--- config.mk ---
export PLATFORM = sky130hd
export DESIGN_NAME = e203_sleep_seq
export DESIGN_NICKNAME = d
export VERILOG_FILES = /design/src/rtl/e203_sleep_seq_pkg.sv /design/src/rtl/e203_sat_cnt.sv /design/src/rtl/e203_sleep_seq.sv
export SDC_FILE = /design/constraint.sdc
export NUM_CORES = 1
export LEC_CHECK = 0
export ABC_AREA = 1
export ABC_CLOCK_PERIOD_IN_PS = 1700
export CAP_MARGIN = 40
export CORE_UTILIZATION = 48
export CTS_CLUSTER_DIAMETER = 50
export DETAILED_ROUTE_END_ITERATION = 6
export PLACE_DENSITY = 0.86
export SLEW_MARGIN = 20
export SYNTH_ARGS = -nofsm -noshare
export SYNTH_HDL_FRONTEND = slang
export SYNTH_SLANG_ARGS = --single-unit
--- constraint.sdc ---
create_clock -name clk -period 1.7 [get_ports clk]
set_input_delay 0.34 -clock clk [delete_from_list [all_inputs] [get_ports clk]]
set_output_delay 0.34 -clock clk [all_outputs]
set_load 0.005 [all_outputs]
--- src/rtl/e203_sleep_seq_pkg.sv ---
// Shared constants for the WFI sleep sequencer: state encoding and default delays.
package e203_sleep_seq_pkg;

    localparam logic [1:0] SLP_RUN   = 2'd0;
    localparam logic [1:0] SLP_DRAIN = 2'd1;
    localparam logic [1:0] SLP_SLEEP = 2'd2;
    localparam logic [1:0] SLP_WAKE  = 2'd3;

    localparam int DRAIN_DLY_DEF = 2;
    localparam int WAKE_DLY_DEF  = 2;

    // Idle and settle counters only ever need to reach 15.
    localparam int DLY_CNT_W = 4;

endpackage

--- src/rtl/e203_sat_cnt.sv ---
// Saturating up-counter with synchronous clear and enable; clear wins over enable.
module e203_sat_cnt #(
    parameter int W = 4
) (
    input  logic         clk,
    input  logic         rst,
    input  logic         clr,
    input  logic         en,
    output logic [W-1:0] cnt
);

    logic [W-1:0] cnt_q;
    logic [W-1:0] cnt_d;

    always_comb begin
        cnt_d = cnt_q;
        if (clr) begin
            cnt_d = '0;
        end else if (en && (cnt_q != {W{1'b1}})) begin
            cnt_d = cnt_q + {{(W-1){1'b0}}, 1'b1};
        end
    end

    always_ff @(posedge clk) begin
        if (rst) begin
            cnt_q <= '0;
        end else begin
            cnt_q <= cnt_d;
        end
    end

    assign cnt = cnt_q;

endmodule

--- src/rtl/e203_sleep_seq.sv ---
// WFI sleep sequencer: halts the IFU, waits for the pipeline to drain, raises core_wfi,
// and on a wake source holds the halt for a settle window before resuming fetch.
module e203_sleep_seq
    import e203_sleep_seq_pkg::*;
#(
    parameter int DRAIN_DLY = DRAIN_DLY_DEF,
    parameter int WAKE_DLY  = WAKE_DLY_DEF,
    parameter int CNT_W     = 32
) (
    input  logic             clk,
    input  logic             rst,
    input  logic             wfi_req,
    output logic             wfi_ack,
    input  logic             dbg_mode,
    output logic             halt_ifu_req,
    input  logic             ifu_halt_ack,
    input  logic             exu_idle,
    input  logic             lsu_idle,
    input  logic             biu_idle,
    input  logic [2:0]       irq_pend,
    input  logic             dbg_irq,
    output logic             core_wfi,
    output logic             wake_evt,
    output logic [CNT_W-1:0] sleep_cycles
);

    localparam logic [DLY_CNT_W-1:0] DRAIN_LAST = DLY_CNT_W'(DRAIN_DLY - 1);
    localparam logic [DLY_CNT_W-1:0] WAKE_LAST  = DLY_CNT_W'(WAKE_DLY - 1);

    logic [1:0] state_q, state_d;
    logic       wfi_ack_q, wfi_ack_d;
    logic       halt_q, halt_d;
    logic       core_wfi_q, core_wfi_d;
    logic       wake_evt_q, wake_evt_d;

    logic                 wake_src;
    logic                 all_idle;
    logic [DLY_CNT_W-1:0] idle_cnt;
    logic [DLY_CNT_W-1:0] settle_cnt;

    assign wake_src = (|irq_pend) | dbg_irq;
    assign all_idle = ifu_halt_ack & exu_idle & lsu_idle & biu_idle;

    // Wake sources take priority over drain completion.
    always_comb begin
        state_d = state_q;
        case (state_q)
            SLP_RUN: begin
                if (wfi_req && !dbg_mode && !wake_src) begin
                    state_d = SLP_DRAIN;
                end
            end
            SLP_DRAIN: begin
                if (wake_src) begin
                    state_d = SLP_WAKE;
                end else if (all_idle && (idle_cnt == DRAIN_LAST)) begin
                    state_d = SLP_SLEEP;
                end
            end
            SLP_SLEEP: begin
                if (wake_src) begin
                    state_d = SLP_WAKE;
                end
            end
            SLP_WAKE: begin
                if (settle_cnt == WAKE_LAST) begin
                    state_d = SLP_RUN;
                end
            end
            default: state_d = SLP_RUN;
        endcase
    end

    always_comb begin
        wfi_ack_d  = (state_q == SLP_RUN) && wfi_req;
        halt_d     = (state_d != SLP_RUN);
        core_wfi_d = (state_d == SLP_SLEEP);
        wake_evt_d = (state_q == SLP_SLEEP) && wake_src;
    end

    always_ff @(posedge clk) begin
        if (rst) begin
            state_q    <= SLP_RUN;
            wfi_ack_q  <= 1'b0;
            halt_q     <= 1'b0;
            core_wfi_q <= 1'b0;
            wake_evt_q <= 1'b0;
        end else begin
            state_q    <= state_d;
            wfi_ack_q  <= wfi_ack_d;
            halt_q     <= halt_d;
            core_wfi_q <= core_wfi_d;
            wake_evt_q <= wake_evt_d;
        end
    end

    e203_sat_cnt #(.W(DLY_CNT_W)) u_idle_cnt (
        .clk (clk),
        .rst (rst),
        .clr ((state_q != SLP_DRAIN) || !all_idle),
        .en  (1'b1),
        .cnt (idle_cnt)
    );

    e203_sat_cnt #(.W(DLY_CNT_W)) u_settle_cnt (
        .clk (clk),
        .rst (rst),
        .clr (state_q != SLP_WAKE),
        .en  (1'b1),
        .cnt (settle_cnt)
    );

    // Sleep duration is cleared only on SLEEP entry so the last value stays visible.
    e203_sat_cnt #(.W(CNT_W)) u_sleep_cnt (
        .clk (clk),
        .rst (rst),
        .clr ((state_q == SLP_DRAIN) && (state_d == SLP_SLEEP)),
        .en  (state_q == SLP_SLEEP),
        .cnt (sleep_cycles)
    );

    assign wfi_ack      = wfi_ack_q;
    assign halt_ifu_req = halt_q;
    assign core_wfi     = core_wfi_q;
    assign wake_evt     = wake_evt_q;

endmodule

==> flow_summary.json, run 1 <==
{
  "antenna_left": 0,
  "ys_ff_latch": 46,
  "path_max_fanout": 18,
  "clock-sinks": 46,
  "synth-compound-area-share_pct": 7.54,
  "synthAdderAreaFrac_pct": 2.21,
  "min_period_ns": 1.68,
  "power_density_nw_per_um2": 514,
  "gp_congestion": 0.953,
  "dieArea_um2": 6220,
  "grt_max_degree": 33,
  "synth.largest_area_cell": "dfxtp_1",
  "synthesis.area_um2": 2840,
  "muxShareOfSynthArea_pct": 0,
  "tritoncts": "built",
  "first_iter_violations": 244,
  "slew_headroom_pct": 73.4,
  "via_count": 3278,
  "fmaxAchievable_mhz": 594,
  "via_per_inst": 5.24,
  "drive_gt1_share_pct": 15.6,
  "hold_viol": 0,
  "worst_path_dominant_cell_family": "simple AND/OR/NAND/NOR gates",
  "final_cells": 625,
  "ioPinCount": 48,
  "drc": 0,
  "start_util_pct": 50.6,
  "worst_pin_slew_ns": 0.395,
  "coreArea_um2": 5610,
  "setup_viol": 0,
  "gr-usage-met1_pct": 29.3,
  "cpPeakStageDelay_ns": 0.42,
  "layout_common_cells": "149 x nand2_1, 87 x nor2_1, 56 x inv_1, 47 x clkdlybuf4s50_1, 34 x dfxtp_1",
  "p_leak_nw": 1.55,
  "num_rows": 27,
  "holdCritPathClass": "register to register",
  "crit_type": "register to register",
  "place_inst": 608,
  "seq_area_frac_synth_pct": 32.5,
  "cp_num_buf_inv": 1,
  "arrival_ns": 1.89,
  "htreeDepth": 2,
  "synth_warnings": 0,
  "path_clk_slew_ns": 0.08,
  "startpoint_type": "register",
  "ys_types": 30,
  "status": "complete, no violations",
  "wire_per_inst_um": 13.0,
  "vdd_drop_max_mv": 0.364,
  "num-nets-final": 570,
  "grt_first_pass_wirelength_um": 12400,
  "grt_pass1_vias": 2950,
  "synthesis.instances": 469,
  "cts_inserted_buffers": 5,
  "die_h_um": 78.9,
  "antenna_found_initial": 0,
  "ctsHoldBuffers": 0,
  "clk_latency_ns": 0.31,
  "first_pass_iters": 5,
  "syn-num-nets": 486,
  "yosys.area_share.simple_pct": 44.2,
  "io_buffers": 47,
  "finalCoreUtilization_pct": 69.3,
  "endpoint_kind": "register",
  "period_share_pct": 99.0,
  "grt_overflow": 0,
  "top_usage_layer": "met2",
  "synth_xor_area_share_pct": 3.40,
  "fin_worst_skew_ns": 0.00393,
  "antenna_cells": 0,
  "worstPathRequired_ns": 1.90,
  "layout_commonest_cell": "nand2_1",
  "grtUsageMet3_pct": 5.06,
  "gr-usage-all-layers_pct": 25.2,
  "slowest_stage": "dfxtp_1",
  "drt-total-wl_um": 8140,
  "cts-root-buf": "clkbuf_8",
  "die_w_um": 78.9,
  "syn_area_per_cell_um2": 6.05,
  "setup_ws_ns": 0.0173,
  "drv_cap": 0,
  "synthDominantCellAreaShare_pct": 32.5,
  "dp_hpwl_um": 5430,
  "place_ws_ns": -0.261,
  "synth_top_family_by_area": "simple AND/OR/NAND/NOR gates",
  "finalMaxSlewViolations": 0,
  "areaGrowthSynthToFinish_pct": 37.1,
  "worstPathCellList": "nand2_1, nor2_1, nand2_1, nor2_4, nand2_4, nand2_8, inv_4, a21oi_1, nor2_1",
  "globalRouteMet2Util_pct": 45.5,
  "synth_area_leaders": "dfxtp_1 32%, nand2_1 20%, nor2_1 12%",
  "cts_buffer_depth": 2,
  "p_total_mw": 2.00
}
==> routing by layer <==
layer / share of wire (%) / vias up / routed length (µm)
met5: 0 / - / 0
met2: 49 / 131 / 4020
li1: - / 1623 / -
met1: 41 / 1501 / 3330
met3: 6.6 / 23 / 538
met4: 3.1 / 0 / 252
==> tightest hold or removal path, cell delays in order (launching register included) <==
cell     delay (ns)
dfxtp_2        0.35
o21ai_0        0.09
inv_1          0.05
==> cell type report <==
| class | count | area [µm²] |
|---|---|---|
| fillers | 455 | 1720 |
| multi-input cells | 354 | 1700 |
| flip-flops and latches | 46 | 936 |
| repair buffers | 87 | 862 |
| inverters | 59 | 224 |
| well taps | 72 | 90.1 |
| clock buffers | 5 | 68.8 |
| clock inverters | 2 | 10.0 |
==> timing repair <==
item	4_1_cts	5_1_grt
buffers inserted	2	3
setup endpoints to repair	10	32
hold endpoints to repair	0	0
resized for setup	5	34
cloned	0	5
pin swaps	1	4
==> stage by stage <==
step	hold slack, ns	TNS (ns)	instance area [µm²]
6_report	0.512	0	3890
5_1_grt	0.552	-2.50	3890
4_1_cts	0.524	0	3680
3_5_place_dp	0.503	-7.88	3570
3_3_place_gp	0.489	-4.31	3570
2_1_floorplan	0.412	0	2840
==> cell usage after synthesis <==
| cell | count |
|---|---|
| a211oi_1 | 3 |
| a21boi_0 | 1 |
| a21oi_1 | 21 |
| a31oi_1 | 1 |
| and2_1 | 2 |
| and3_1 | 1 |
| buf_2 | 5 |
| buf_6 | 3 |
| clkbuf_1 | 2 |
| dfxtp_1 | 46 |
| ha_1 | 5 |
| inv_1 | 56 |
| inv_2 | 3 |
| nand2_1 | 151 |
| nand2_2 | 1 |
| nand2_4 | 3 |
| nand3_1 | 29 |
| nand4_1 | 9 |
| nor2_1 | 93 |
| nor2_2 | 1 |
| nor2_4 | 3 |
| nor3_1 | 5 |
| nor3b_1 | 1 |
| nor4_1 | 1 |
| o21ai_0 | 7 |
| o21ai_1 | 1 |
| o21ai_2 | 2 |
| o21bai_1 | 2 |
| xnor2_1 | 7 |
| xor2_1 | 4 |
==> worst paths after layout <==
| path | from | endpoint | slack [ns] | cells past startpoint |
|---|---|---|---|---|
| setup / recovery | u_sleep_cnt.cnt[15]$_SDFFE_PP0P_ | u_sleep_cnt.cnt[29]$_SDFFE_PP0P_ | 0.02 | 9 |
| hold / removal | u_idle_cnt.cnt[1]$_SDFFE_PP0P_ | u_idle_cnt.cnt[1]$_SDFFE_PP0P_ | 0.51 | 2 |
| setup reg to reg | u_sleep_cnt.cnt[15]$_SDFFE_PP0P_ | u_sleep_cnt.cnt[29]$_SDFFE_PP0P_ | 0.02 | 9 |
| hold reg to reg | u_idle_cnt.cnt[1]$_SDFFE_PP0P_ | u_idle_cnt.cnt[1]$_SDFFE_PP0P_ | 0.51 | 2 |
==> logic make-up after synthesis <==
group | count (synthesis)
flip-flops | 46
AO/OA/AOI/OAI | 38
adder cells (fa/ha/maj) | 5
buffers and inverters | 69
AND/OR/NAND/NOR | 300
XOR/XNOR | 11
==> sequential cells by signal (all words and copies together), names as in the netlist <==
signal	cells
u_sleep_cnt.cnt	32
u_idle_cnt.cnt	4
u_settle_cnt.cnt	4
state_q	2
core_wfi	1
halt_ifu_req	1
wake_evt	1
wfi_ack	1
==> power breakdown <==
part	total (mW)	switching, mW	internal, mW
sequential	1.10	0.00807	1.09
clock	0.659	0.382	0.277
combinational	0.243	0.124	0.118
Power figures use the tool's default switching activity.
==> run 2, diff against run 1 <==
--- a/config.mk
+++ b/config.mk
@@ -8,10 +8,12 @@
 export ABC_AREA = 1
 export ABC_CLOCK_PERIOD_IN_PS = 1700
 export CAP_MARGIN = 40
-export CORE_UTILIZATION = 48
+export CORE_UTILIZATION = 55
 export CTS_CLUSTER_DIAMETER = 50
 export DETAILED_ROUTE_END_ITERATION = 6
-export PLACE_DENSITY = 0.86
+export DONT_BUFFER_PORTS = 1
+export PLACE_DENSITY = 0.83
+export SKIP_LAST_GASP = 1
 export SLEW_MARGIN = 20
 export SYNTH_ARGS = -nofsm -noshare
 export SYNTH_HDL_FRONTEND = slang
==> flow_summary.json, run 2 (synthesized netlist as in run 1, its figures left out) <==
{
  "via_count": 3116,
  "gr-usage-all-layers_pct": 27.3,
  "tritoncts": "built",
  "grt_max_degree": 33,
  "die_h_um": 73.8,
  "final_area_um2": 3500,
  "antenna_found_initial": 0,
  "drc": 5,
  "drv_cap": 0,
  "via_per_inst": 5.40,
  "endpoint_kind": "register",
  "cts_inserted_buffers": 5,
  "setup_ws_ns": -0.00619,
  "slew_headroom_pct": 76.8,
  "finalMaxSlewViolations": 0,
  "worstReg2RegStart": "u_sleep_cnt.cnt[1]$_SDFFE_PP0P_",
  "areaGrowthSynthToFinish_pct": 23.3,
  "io_buffers": 0,
  "dieArea_um2": 5450,
  "coreArea_um2": 4850,
  "rsz0062_at_grt": "yes",
  "slowest_stage": "dfxtp_2",
  "crit_start": "u_sleep_cnt.cnt[1]$_SDFFE_PP0P_",
  "layout_commonest_cell": "nand2_1",
  "first_pass_iters": 7,
  "drt-total-wl_um": 7830,
  "p_leak_nw": 1.43,
  "fmaxAchievable_mhz": 586,
  "cp_num_cells": 12,
  "num-nets-final": 526,
  "cp_num_buf_inv": 2,
  "antenna_left": 0,
  "clock-sinks": 46,
  "cp_common_cell": "nand2_4",
  "start_util_pct": 58.5,
  "startpoint_type": "register",
  "cts-root-buf": "clkbuf_8",
  "worstPathCellList": "ha_4, nand2_4, nor2_4, nand2_4, nor2_4, nand2_4, nand2_8, clkbuf_16, nand2_1, nand2_1, inv_1, nor2_1",
  "p_total_mw": 2.08,
  "holdCritPathClass": "input pin to register",
  "grt_pass1_vias": 2770,
  "worst_pin_slew_ns": 0.348,
  "htreeDepth": 2,
  "dp_hpwl_um": 5190,
  "setup_tns_ns": -0.00619,
  "worst_path_dominant_cell_family": "simple AND/OR/NAND/NOR gates",
  "ioPinCount": 48,
  "die_w_um": 73.8,
  "setup_viol": 1,
  "wire_per_inst_um": 13.6,
  "first_iter_violations": 280,
  "violations": "DRC, setup timing",
  "path_clk_slew_ns": 0.08,
  "crit_type": "register to register",
  "min_period_ns": 1.71,
  "power_density_nw_per_um2": 595,
  "reg2reg_slack_ns": -0.006,
  "status": "finished with violations",
  "gp_congestion": 0.900,
  "fin_worst_skew_ns": 0.00740,
  "hold_viol": 0,
  "cpPeakStageDelay_ns": 0.36,
  "antenna_cells": 0,
  "crit_path_end": "u_sleep_cnt.cnt[1]$_SDFFE_PP0P_",
  "grt_first_pass_wirelength_um": 11500,
  "worst_r2r_path_depth": 12,
  "period_share_pct": 100,
  "layout_common_cells": "144 x nand2_1, 88 x nor2_1, 55 x inv_1, 36 x buf_4, 35 x dfxtp_1",
  "path_max_fanout": 5,
  "grt_overflow": 0,
  "placed_area_um2": 3140,
  "largest_reg_flops": 32,
  "arrival_ns": 1.94,
  "place_ws_ns": 0.0236,
  "cts_buffer_depth": 2,
  "nFillCells": 386,
  "clk_latency_ns": 0.31,
  "vdd_drop_max_mv": 0.535,
  "hold_depth": 1,
  "num_rows": 25,
  "timing.rr.end": "u_sleep_cnt.cnt[1]$_SDFFE_PP0P_",
  "worstPathRequired_ns": 1.93,
  "drive_gt1_share_pct": 18.6
}
run 2: changes by cell type in the layout (fill, tap and decap cells not counted), sizes merged:
cell	delta
buf	+3
bufinv	+1
clkbuf	+1
clkdlybuf4s50	-47
clkinv	-2
clkinvlp	+1
run 2: worst reg2reg max path: stages (launching register included):
cell       delay, ns
dfxtp_2         0.36
ha_4            0.16
nand2_4         0.06
nor2_4          0.21
nand2_4         0.09
nor2_4          0.13
nand2_4         0.11
nand2_8         0.14
clkbuf_16       0.16
nand2_1         0.05
nand2_1         0.05
inv_1           0.03
nor2_1          0.10
run 2: what timing repair did:
item / CTS / global route
gates resized for setup: 0 / 45
setup endpoints to repair: 0 / 32
hold buffers: 0 / 0
buffers inserted: 0 / 4
run 2: power by group:
part	internal [mW]	switching, mW	total, mW	leakage (nW)
Clock	0.439	0.376	0.814	0.0514
Combinational	0.0614	0.104	0.165	1.00
Sequential	1.09	0.0107	1.10	0.377
run 2: worst min-delay path by stage:
stage                     start                 end
after CTS                   rst  wfi_ack$_SDFF_PP0_
after floorplan             rst  wfi_ack$_SDFF_PP0_
after global routing        rst  wfi_ack$_SDFF_PP0_
after detailed placement    rst  wfi_ack$_SDFF_PP0_
final                       rst  wfi_ack$_SDFF_PP0_
after global placement      rst  wfi_ack$_SDFF_PP0_
run 2: stage by stage:
stage                     hold WS [ns]  utilization [%]  cells
after floorplan                  0.412                -    469
after global placement           0.415             64.8    561
after detailed placement         0.417             64.8    561
after CTS                       0.0881             67.1    569
after global routing            0.0843             72.2    577
final                           0.0969             72.2    577
run 2: metal layers:
metal	wire length (µm)	global-route usage [%]
met2	3880	48.2
met5	0	0
met3	634	6.31
met1	3040	30.9
met4	279	12.8
run 2: layout make-up:
class	count	area [µm²]	share of cell area [%]
flip-flops and latches	46	935	26.7
clock buffers	6	72.6	2.07
repair buffers	43	412	11.8
inverters	59	229	6.55
multi-input cells	354	1730	49.4
well taps	67	83.8	2.40
clock inverters	2	37.5	1.07
==> run 3, diff against run 2 <==
--- a/config.mk
+++ b/config.mk
@@ -8,11 +8,13 @@
 export ABC_AREA = 1
 export ABC_CLOCK_PERIOD_IN_PS = 1700
 export CAP_MARGIN = 40
-export CORE_UTILIZATION = 55
+export CORE_MARGIN = 3
+export CORE_UTILIZATION = 45
 export CTS_CLUSTER_DIAMETER = 50
 export DETAILED_ROUTE_END_ITERATION = 6
 export DONT_BUFFER_PORTS = 1
-export PLACE_DENSITY = 0.83
+export PLACE_DENSITY = 0.72
+export SKIP_CTS_REPAIR_TIMING = 1
 export SKIP_LAST_GASP = 1
 export SLEW_MARGIN = 20
 export SYNTH_ARGS = -nofsm -noshare
==> flow_summary.json, run 3 (synthesized netlist as in run 1, its figures left out) <==
{
  "startpoint_type": "register",
  "fin_worst_skew_ns": 0.00485,
  "vdd_drop_max_mv": 0.554,
  "worst_path_dominant_cell_family": "simple AND/OR/NAND/NOR gates",
  "cp_num_buf_inv": 1,
  "num_rows": 28,
  "slowest_stage": "dfxtp_2",
  "grt_pass1_vias": 2854,
  "hold_viol": 0,
  "clk_latency_ns": 0.30,
  "crit_type": "register to register",
  "cpPeakStageDelay_ns": 0.36,
  "status": "complete, no violations",
  "worstPathCellList": "ha_4, nand2_4, nor2_4, nand2_4, nor2_4, nand2_4, nand2_8, inv_4, a21oi_1, nor2_1",
  "setup_ws_ns": 0.0692,
  "drc": 0,
  "wire_per_inst_um": 13.0,
  "via_per_inst": 5.15,
  "antenna_cells": 0,
  "cp_common_cell": "nand2_4",
  "worst_pin_slew_ns": 0.355,
  "drv_cap": 0,
  "largest_reg_flops": 32,
  "finalMaxSlewViolations": 0,
  "cts_buffer_depth": 2,
  "power_density_nw_per_um2": 554,
  "antenna_found_initial": 0,
  "place_ws_ns": 0.000325,
  "slew_headroom_pct": 76.3,
  "fmaxAchievable_mhz": 613,
  "dieArea_um2": 7290,
  "start_util_pct": 47.1,
  "coreArea_um2": 6030,
  "die_w_um": 85.4,
  "rsz0062_at_grt": "yes",
  "areaGrowthSynthToFinish_pct": 23.1,
  "path_max_fanout": 18,
  "antenna_left": 0,
  "arrival_ns": 1.83,
  "grt_overflow": 0,
  "grt_max_degree": 33,
  "period_share_pct": 95.9,
  "endpoint_kind": "register",
  "path_clk_slew_ns": 0.08,
  "first_iter_violations": 227,
  "io_buffers": 0,
  "tritoncts": "built",
  "gp_congestion": 0.927,
  "drt-total-wl_um": 7660,
  "die_h_um": 85.4,
  "num-nets-final": 532,
  "grt_first_pass_wirelength_um": 12100,
  "layout_commonest_cell": "nand2_1",
  "worstPathRequired_ns": 1.90,
  "dp_hpwl_um": 5560,
  "p_leak_nw": 1.45,
  "drive_gt1_share_pct": 19.0,
  "clock-sinks": 46,
  "ioPinCount": 48,
  "cts-root-buf": "clkbuf_8",
  "min_period_ns": 1.63,
  "setup_viol": 0,
  "layout_common_cells": "144 x nand2_1, 88 x nor2_1, 56 x inv_1, 43 x buf_4, 35 x dfxtp_1",
  "cts_inserted_buffers": 5,
  "p_total_mw": 1.93,
  "holdCritPathClass": "input pin to register",
  "gr-usage-all-layers_pct": 20.4,
  "via_count": 3041,
  "first_pass_iters": 4,
  "htreeDepth": 2
}
==> run 3: cell types whose count changed in the layout (fill, tap and decap cells not counted), sizes merged <==
cell,previous run,this run
buf,40,47
clkinv,0,2
bufinv,1,0
clkbuf,9,8
clkinvlp,1,0
==> run 3: worst paths after layout <==
kind / start / depth (start not counted) / end / slack, ns
worst max-delay path: u_sleep_cnt.cnt[1]$_SDFFE_PP0P_ / 10 / u_sleep_cnt.cnt[21]$_SDFFE_PP0P_ / 0.07
worst min-delay path: rst / 1 / wfi_ack$_SDFF_PP0_ / 0.1
worst min register to register: state_q[0]$_SDFF_PP0_ / 1 / wake_evt$_SDFF_PP0_ / 0.50
worst max register to register: u_sleep_cnt.cnt[1]$_SDFFE_PP0P_ / 10 / u_sleep_cnt.cnt[21]$_SDFFE_PP0P_ / 0.07
==> run 3: layout make-up <==
| cell class | instances | area [µm²] |
|---|---|---|
| clock buffers | 6 | 72.6 |
| multi-input cells | 354 | 1720 |
| clock inverters | 2 | 13.8 |
| repair buffers | 49 | 435 |
| flip-flops and latches | 46 | 935 |
| fillers | 580 | 2530 |
| inverters | 59 | 224 |
| well taps | 75 | 93.8 |
==> run 3: per-stage QoR <==
step	utilization, %	setup TNS (ns)	area (µm²)	std cells	hold WS [ns]
2_1_floorplan	-	0	2840	469	0.412
3_3_place_gp	53.3	0	3210	577	0.418
3_5_place_dp	53.3	0	3210	577	0.420
4_1_cts	54.7	-0.0232	3300	585	0.0982
5_1_grt	57.9	-0.669	3490	591	0.0864
6_report	57.9	0	3490	591	0.0993
==> run 3: power by group <==
part	total, mW	leakage (nW)	internal, mW	switching [mW]
Clock	0.667	0.0452	0.291	0.376
Combinational	0.164	1.03	0.0624	0.102
Sequential	1.10	0.377	1.09	0.0110
==> run 3: per-layer routing <==
layer  GRT usage, %  wire [µm]  vias to the layer above
met3           6.02        533                       18
met4           6.91        166                        0
met1           23.0       3260                     1379
met5              0          0                        -
li1               -          -                     1541
met2           36.6       3700                      103
